**src/rtl/baudgen.vh**
```
// rtl/baudgen.vh - shared baud divisors in clock cycles per bit
`ifndef BAUDGEN_VH
`define BAUDGEN_VH

`define B115200 104
`define B57600  208
`define B38400  313
`define B19200  625
`define B9600   1250
`define B4800   2500
`define B2400   5000
`define B1200   10000
`define B600    20000
`define B300    40000

`endif

```
**src/rtl/uart_rx_pkg.sv**
```systemverilog
// rtl/uart_rx_pkg.sv - receiver FSM encodings and frame constants
package uart_rx_pkg;

    localparam logic [2:0] ST_IDLE      = 3'd0;
    localparam logic [2:0] ST_START     = 3'd1;
    localparam logic [2:0] ST_DATA      = 3'd2;
    localparam logic [2:0] ST_STOP      = 3'd3;
    localparam logic [2:0] ST_WAIT_HIGH = 3'd4;

    localparam logic [2:0] LAST_BIT = 3'd7;

endpackage

```
**src/rtl/baudgen_rx.sv**
```systemverilog
// rtl/baudgen_rx.sv - bit-timing counter: half-period tick first, full-period ticks after
module baudgen_rx #(
    parameter int BAUD = 104
) (
    input  logic clk,
    input  logic rst,
    input  logic en,
    input  logic clr,
    output logic tick
);

    localparam int W = (BAUD > 1) ? $clog2(BAUD) : 1;
    localparam logic [W-1:0] HALF    = W'(BAUD / 2);
    localparam logic [W-1:0] FULL_M1 = W'(BAUD - 1);

    logic [W-1:0] cnt;
    logic         first;

    assign tick = en && (cnt == (first ? HALF : FULL_M1));

    // Clearing re-arms the half-period so the first tick lands mid start bit.
    always_ff @(posedge clk) begin
        if (rst || clr) begin
            cnt   <= '0;
            first <= 1'b1;
        end else if (en) begin
            if (tick) begin
                cnt   <= '0;
                first <= 1'b0;
            end else begin
                cnt <= cnt + 1'b1;
            end
        end
    end

endmodule

```
**src/rtl/uart_rx.sv**
```systemverilog
// rtl/uart_rx.sv - 8N1 UART receiver with framing-error detection
`include "baudgen.vh"

module uart_rx
    import uart_rx_pkg::*;
#(
    parameter int BAUD = `B115200
) (
    input  logic       clk,
    input  logic       rst,
    input  logic       rx,
    output logic [7:0] data,
    output logic       rcv,
    output logic       ferr
);

    logic       rx_m;
    logic       rx_s;
    logic [2:0] state;
    logic [2:0] bit_cnt;
    logic [7:0] sr;
    logic       tick;
    logic       en;
    logic       clr;

    always_ff @(posedge clk) begin
        if (rst) begin
            rx_m <= 1'b1;
            rx_s <= 1'b1;
        end else begin
            rx_m <= rx;
            rx_s <= rx_m;
        end
    end

    assign en  = (state == ST_START) || (state == ST_DATA) || (state == ST_STOP);
    assign clr = !en;

    baudgen_rx #(
        .BAUD (BAUD)
    ) u_baudgen (
        .clk  (clk),
        .rst  (rst),
        .en   (en),
        .clr  (clr),
        .tick (tick)
    );

    always_ff @(posedge clk) begin
        if (rst) begin
            state   <= ST_IDLE;
            bit_cnt <= 3'd0;
            sr      <= 8'h00;
            data    <= 8'h00;
            rcv     <= 1'b0;
            ferr    <= 1'b0;
        end else begin
            rcv  <= 1'b0;
            ferr <= 1'b0;
            case (state)
                ST_IDLE: begin
                    if (!rx_s) begin
                        state   <= ST_START;
                        bit_cnt <= 3'd0;
                    end
                end
                ST_START: begin
                    if (tick) begin
                        state <= rx_s ? ST_IDLE : ST_DATA;
                    end
                end
                ST_DATA: begin
                    if (tick) begin
                        sr <= {rx_s, sr[7:1]};
                        if (bit_cnt == LAST_BIT) begin
                            state <= ST_STOP;
                        end else begin
                            bit_cnt <= bit_cnt + 3'd1;
                        end
                    end
                end
                ST_STOP: begin
                    if (tick) begin
                        if (rx_s) begin
                            data  <= sr;
                            rcv   <= 1'b1;
                            state <= ST_IDLE;
                        end else begin
                            ferr  <= 1'b1;
                            state <= ST_WAIT_HIGH;
                        end
                    end
                end
                // A held-low break parks here so it reports only one ferr.
                ST_WAIT_HIGH: begin
                    if (rx_s) begin
                        state <= ST_IDLE;
                    end
                end
                default: state <= ST_IDLE;
            endcase
        end
    end

endmodule

```
**config.mk**
```make
export PLATFORM = sky130hd
export DESIGN_NAME = uart_rx
export DESIGN_NICKNAME = d
export VERILOG_FILES = /design/src/rtl/uart_rx_pkg.sv /design/src/rtl/baudgen_rx.sv /design/src/rtl/uart_rx.sv
export VERILOG_INCLUDE_DIRS = /design/src /design/src/rtl
export SDC_FILE = /design/constraint.sdc
export NUM_CORES = 1
export LEC_CHECK = 0
export CAP_MARGIN = 20
export CORE_ASPECT_RATIO = 1.2
export CORE_MARGIN = 2
export CORE_UTILIZATION = 34
export DETAILED_ROUTE_END_ITERATION = 10
export GPL_ROUTABILITY_DRIVEN = 0
export GPL_TIMING_DRIVEN = 0
export PLACE_DENSITY_LB_ADDON = 0.05
export SLEW_MARGIN = 20
export SYNTH_ARGS = -nofsm -noshare
export SYNTH_HDL_FRONTEND = slang
export SYNTH_SLANG_ARGS = --single-unit
```
**constraint.sdc**
```tcl
create_clock -name clk -period 2.4 [get_ports clk]
set_input_delay 0.24 -clock clk [delete_from_list [all_inputs] [get_ports clk]]
set_output_delay 0.24 -clock clk [all_outputs]
set_load 0.005 [all_outputs]
```
* Word level (Yosys, flattened, before mapping)
Index checks and enable logic that the tools add are counted.
Cells by class: add/sub/neg operators 2, multiply operators 0, divide/modulo/power cells 0, magnitude comparators 0, equal/unequal tests 13, shift-type cells 0, mux-type cells 17, bitwise operators 2, reductions and logical operators 13
Operators with widths (count):
- two-way mux 3 bit | 10
- case mux 3 bit (5 select lines) | 1
- two-way mux 7 bit | 2
- inequality test 2 bit (second input constant) | 6
- adder 7 x 1 -> 7 bit (second input constant) | 1
- equality test 7 bit | 1
- equality test 3 x 2 -> 1 bit (second input constant) | 2
- equality test 3 bit (second input constant) | 2
- case mux 3 bit (2 select lines) | 1
- AND reduction 6 bit | 1
- AND reduction 2 bit | 2
- AND reduction 4 bit | 1
- adder 3 x 1 -> 3 bit (second input constant) | 1
- equality test 3 x 1 -> 1 bit (second input constant) | 1
- zero test 3 bit | 1
- logical OR 1 bit | 3
- AND reduction 3 bit | 1
- OR reduction 3 bit | 1
- two-way mux 1 bit | 2
- two-way mux 2 bit | 1
- inequality test 2 x 1 -> 1 bit (second input constant) | 1
- inverter 1 bit | 2
- nonzero test 2 bit | 1
- logical AND 1 bit | 1
- zero test 1 bit | 1
Word-level totals: flip-flop bits (word level) 34, bits in latches 0, memory bits (writable) 0, bits in read-only memories 0, input bits 3, output and inout port bits 10, logic and storage cells 57, memories 0

* Depth between registers and ports, before layout
depth after elaboration 6, mapped depth 6, depth with buffers taken out 6

* Hierarchy
A second synthesis with hierarchy kept.
Second synthesis, totals: cell total of the unflattened synthesis 161, area, all modules 1500.2 µm²
By module, submodules not included:
- uart_rx | times used 1, cells an instance 114, area an instance 1042.2 µm², seq. area each 520.5 µm²
- baudgen_rx | times used 1, cells an instance 47, area an instance 457.9 µm², seq. area each 160.2 µm²

* Worst setup path after synthesis
Ideal clock, no wire load.
kind register to register, start register u_baudgen.cnt[0], end register u_baudgen.cnt[2], library setup time 0.123 ns, arrival 1.567 ns, data required time 2.277 ns, path slack 0.710 ns, cell stages (with the launch flop) 6, buffers on the path 1, clock period less this slack 1.690 ns, path through dfxtp_1 -> or4b_4 -> mux2_4 -> buf_2 -> o21ai_2 -> nor2_1
Between the ends: longest elaborated chain between the ends 3, elaborated cells on any way between the ends 4, those cells by class add/sub: 1; eq/ne: 1; mux: 1; reduce/logical: 1
RTL lines:
- from (decl) | line baudgen_rx.sv:16 | logic [W-1:0] cnt;
- from (signal assigned) | line baudgen_rx.sv:31 | cnt <= cnt + 1'b1;
- branches (longest 2 deep; another with adder 7 x 1 -> 7 bit)
- two-way mux 7 bit * | line baudgen_rx.sv:27 | if (tick) begin
Every way passes the cells marked *. A chain may end at the register's enable or synchronous reset.

* Worst setup path in the final report
start register u_baudgen.cnt[3], end register data[3]
Between the ends: longest elaborated chain between the ends 3
RTL lines:
- equality test 7 bit | line baudgen_rx.sv:19 | assign tick = en && (cnt == (first ? HALF : FULL_M1));
- logical AND 1 bit | line baudgen_rx.sv:19
- AND reduction 3 bit (no line)
- to (signal assigned) | line uart_rx.sv:85 | data <= sr;
- to (decl) | line uart_rx.sv:12 | output logic [7:0] data,
Every way passes these cells.

==> impl_results.md <==
- Vert. Die Dim: 76.98 um
- Row count: 26
- Pwr Total: 1.230 mW
- Antenna violations before repair: 0
- Clk slew on worst S/H paths: 0.06 ns
- Global Route Usage Sum: 0.1581
- DR vias/cell: 5.247
- DPL Wire Length: 2507 um
- Period utilization: 0.7890
- Peak VDD IR: 407.7 uV
- Post-CTS Setup Bufs: 0
- Pre-CTS setup slack: 0.5018 ns
- Share of post-route cells with drive strength above 1: 0.08377
- Clk root buf: clkbuf_8
- Syn Nets: 179
- Port bufs: 11
- Synth area leader: dfxtp_1
- Drt first pass iters: 5
- N_diodes: 0
- Cell area after placement: 0.001689 sq mm
- LEAKAGE: 0.5936 nW
- Hold WC Path Type: reg -> reg
- DIE AREA: 0.004989 sq mm
- Most frequent cells in the layout: dfxtp_1, o21ai_0, a21oi_1
- Design area: 0.001765 sq mm
- Unrepaired setup endpoints after global routing: false
- Crit path max fanout: 8
- Skew final: 0.006739 ns
- Power density cells: 696.6 mW/mm^2
- DR WL/cell: 13.98 um
- Startpoint Class: register
- Post-synth EDFFs: 0
- Antenna viol nets, final: 0
- Library cells used by synthesis: 37
- Rel. slew slack: 0.5212
- Cts hold-fix bufs: 0
- WP data required: 2.55 ns
- # resized after CTS: 0
- DP Cell Count: 240
- Core area: 0.004262 sq mm
- Remaining DRCs: 0
- Nets: 197
- I/O pin cnt: 13
- Worst-Margin Slew: 0.7122 ns
- Max Slew Vio Count: 0
- Mapped cell area: 0.001509 sq mm
- Post-synthesis sequential area ratio: 0.4511
- Setup CP Type: reg -> reg
- Final setup violation count: 0
- FFs w/ async S/R, synth: 0
- Most common cell after layout, fill and taps aside: dfxtp_1
- Area growth, synth to finish: 17.00%
- CTS tree: done
- DRT iter0 DRCs: 59
- TNS Setup: 0 ns
- Endpoints failing hold: 0
- Die X: 64.82 um
- Status: finished clean
- Ys Warns: 0
- Fmax: 528.1 MHz
- Synth top area cells: dfxtp_1, o21ai_0, a21oi_1, nand3_1, mux2i_1
- Gr ovfl total: 0
- Hold WS: 0.4085 ns
- Final setup margin: 0.5065 ns
- Initial Util: 0.3541
- Mean post-synth cell area: 8.722 sq um
- Crit path arrival time: 2.05 ns
- Tmin final: 1.894 ns
- # H-tree levels: 2
- Maximum clock path buffer count: 2
- Number of global-route vias before repair: 1361
- Seq cells post-synth: 34
- First-pass GRT wire length: 6134 um
- Fin cells: 247
- DR vias: 1296
- Skew-Pair Late Insertion Delay: 0.29 ns
- Setup crit end kind: register
- TritonCTS buffer count: 5
- Synth Flop Type: dfxtp_1
- Syn Inst Count: 173
- Post-Route WL: 3454 um
- Layout Utilization: 0.4143
- Largest net degree at the start of global routing: 11
- Yosys top cell area share: 0.4511
- TritonCTS Sinks: 34
- Max Cap Violations: 0
==> sequential cells by signal, indices dropped and copies added (netlist names) <==
signal	count
ferr	1
rcv	1
rx_m	1
u_baudgen.first	1
state	3
sr	8
u_baudgen.cnt	7
rx_s	1
data	8
bit_cnt	3
==> synthesized netlist by cell type, types with 2 or more instances <==
cell       n
dfxtp_1   34
o21ai_0   20
a21oi_1   19
nand3_1   17
nor2_1    10
clkbuf_1   9
nand2_1    9
mux2i_1    4
nand4b_1   4
and3_1     3
ha_1       3
nor2b_1    3
nor3_1     3
nor4_1     3
or2_2      3
xor2_1     3
a32oi_1    2
buf_2      2
inv_1      2
nand2b_1   2
nand3b_1   2
==> power by group <==
group          internal (mW)  leakage (nW)  total (mW)  switching (mW)
sequential             0.592         0.275       0.620          0.0275
combinational         0.0866         0.280       0.216           0.130
clock                  0.199        0.0383       0.394           0.194
==> critical path: stages, from the launching register on <==
cell and delay (ns):
dfxtp_1 0.35, nand3b_1 0.38, or4_1 0.57, buf_1 0.20, o21ai_0 0.19, a21oi_1 0.08
==> layer usage <==
| metal | routed length (um) | GRT usage | vias up |
|---|---|---|---|
| li1 | - | - | 656 |
| met1 | 1539 | 0.1812 | 614 |
| met2 | 1755 | 0.2742 | 19 |
| met3 | 111 | 0.03226 | 7 |
| met4 | 48 | 0.07660 | 0 |
| met5 | 0 | 0 | - |
==> logic make-up after synthesis <==
kind of cell	count (synthesis)	share of synthesized area
and+or+nand+nor	68	0.2645
xor gates and xnor gates	4	0.02322
AOI/OAI and AO/OA	44	0.1584
muxes	5	0.03648
DFF	34	0.4511
buffers and inverters	15	0.04146
adders and majority gates	3	0.02488
==> final timing paths <==
| check | from | to | slack, ns | depth (start not counted) |
|---|---|---|---|---|
| worst max-delay path | u_baudgen.cnt[3] | data[3] | 0.51 | 5 |
| worst min-delay path | rx_m | rx_s | 0.41 | 1 |
| worst max register to register | u_baudgen.cnt[3] | data[3] | 0.51 | 5 |
| worst min register to register | rx_m | rx_s | 0.41 | 1 |
==> final cells by class <==
class	count	area (sq um)
fillers	468	2496
multi-input cells	124	765.7
flip-flops and latches	34	680.7
repair buffers	11	110.1
clock buffers	7	76.32
well taps	56	70.07
plain buffers	13	55.05
inverters	2	7.507
Note: power is estimated with default switching activity, not from simulation.
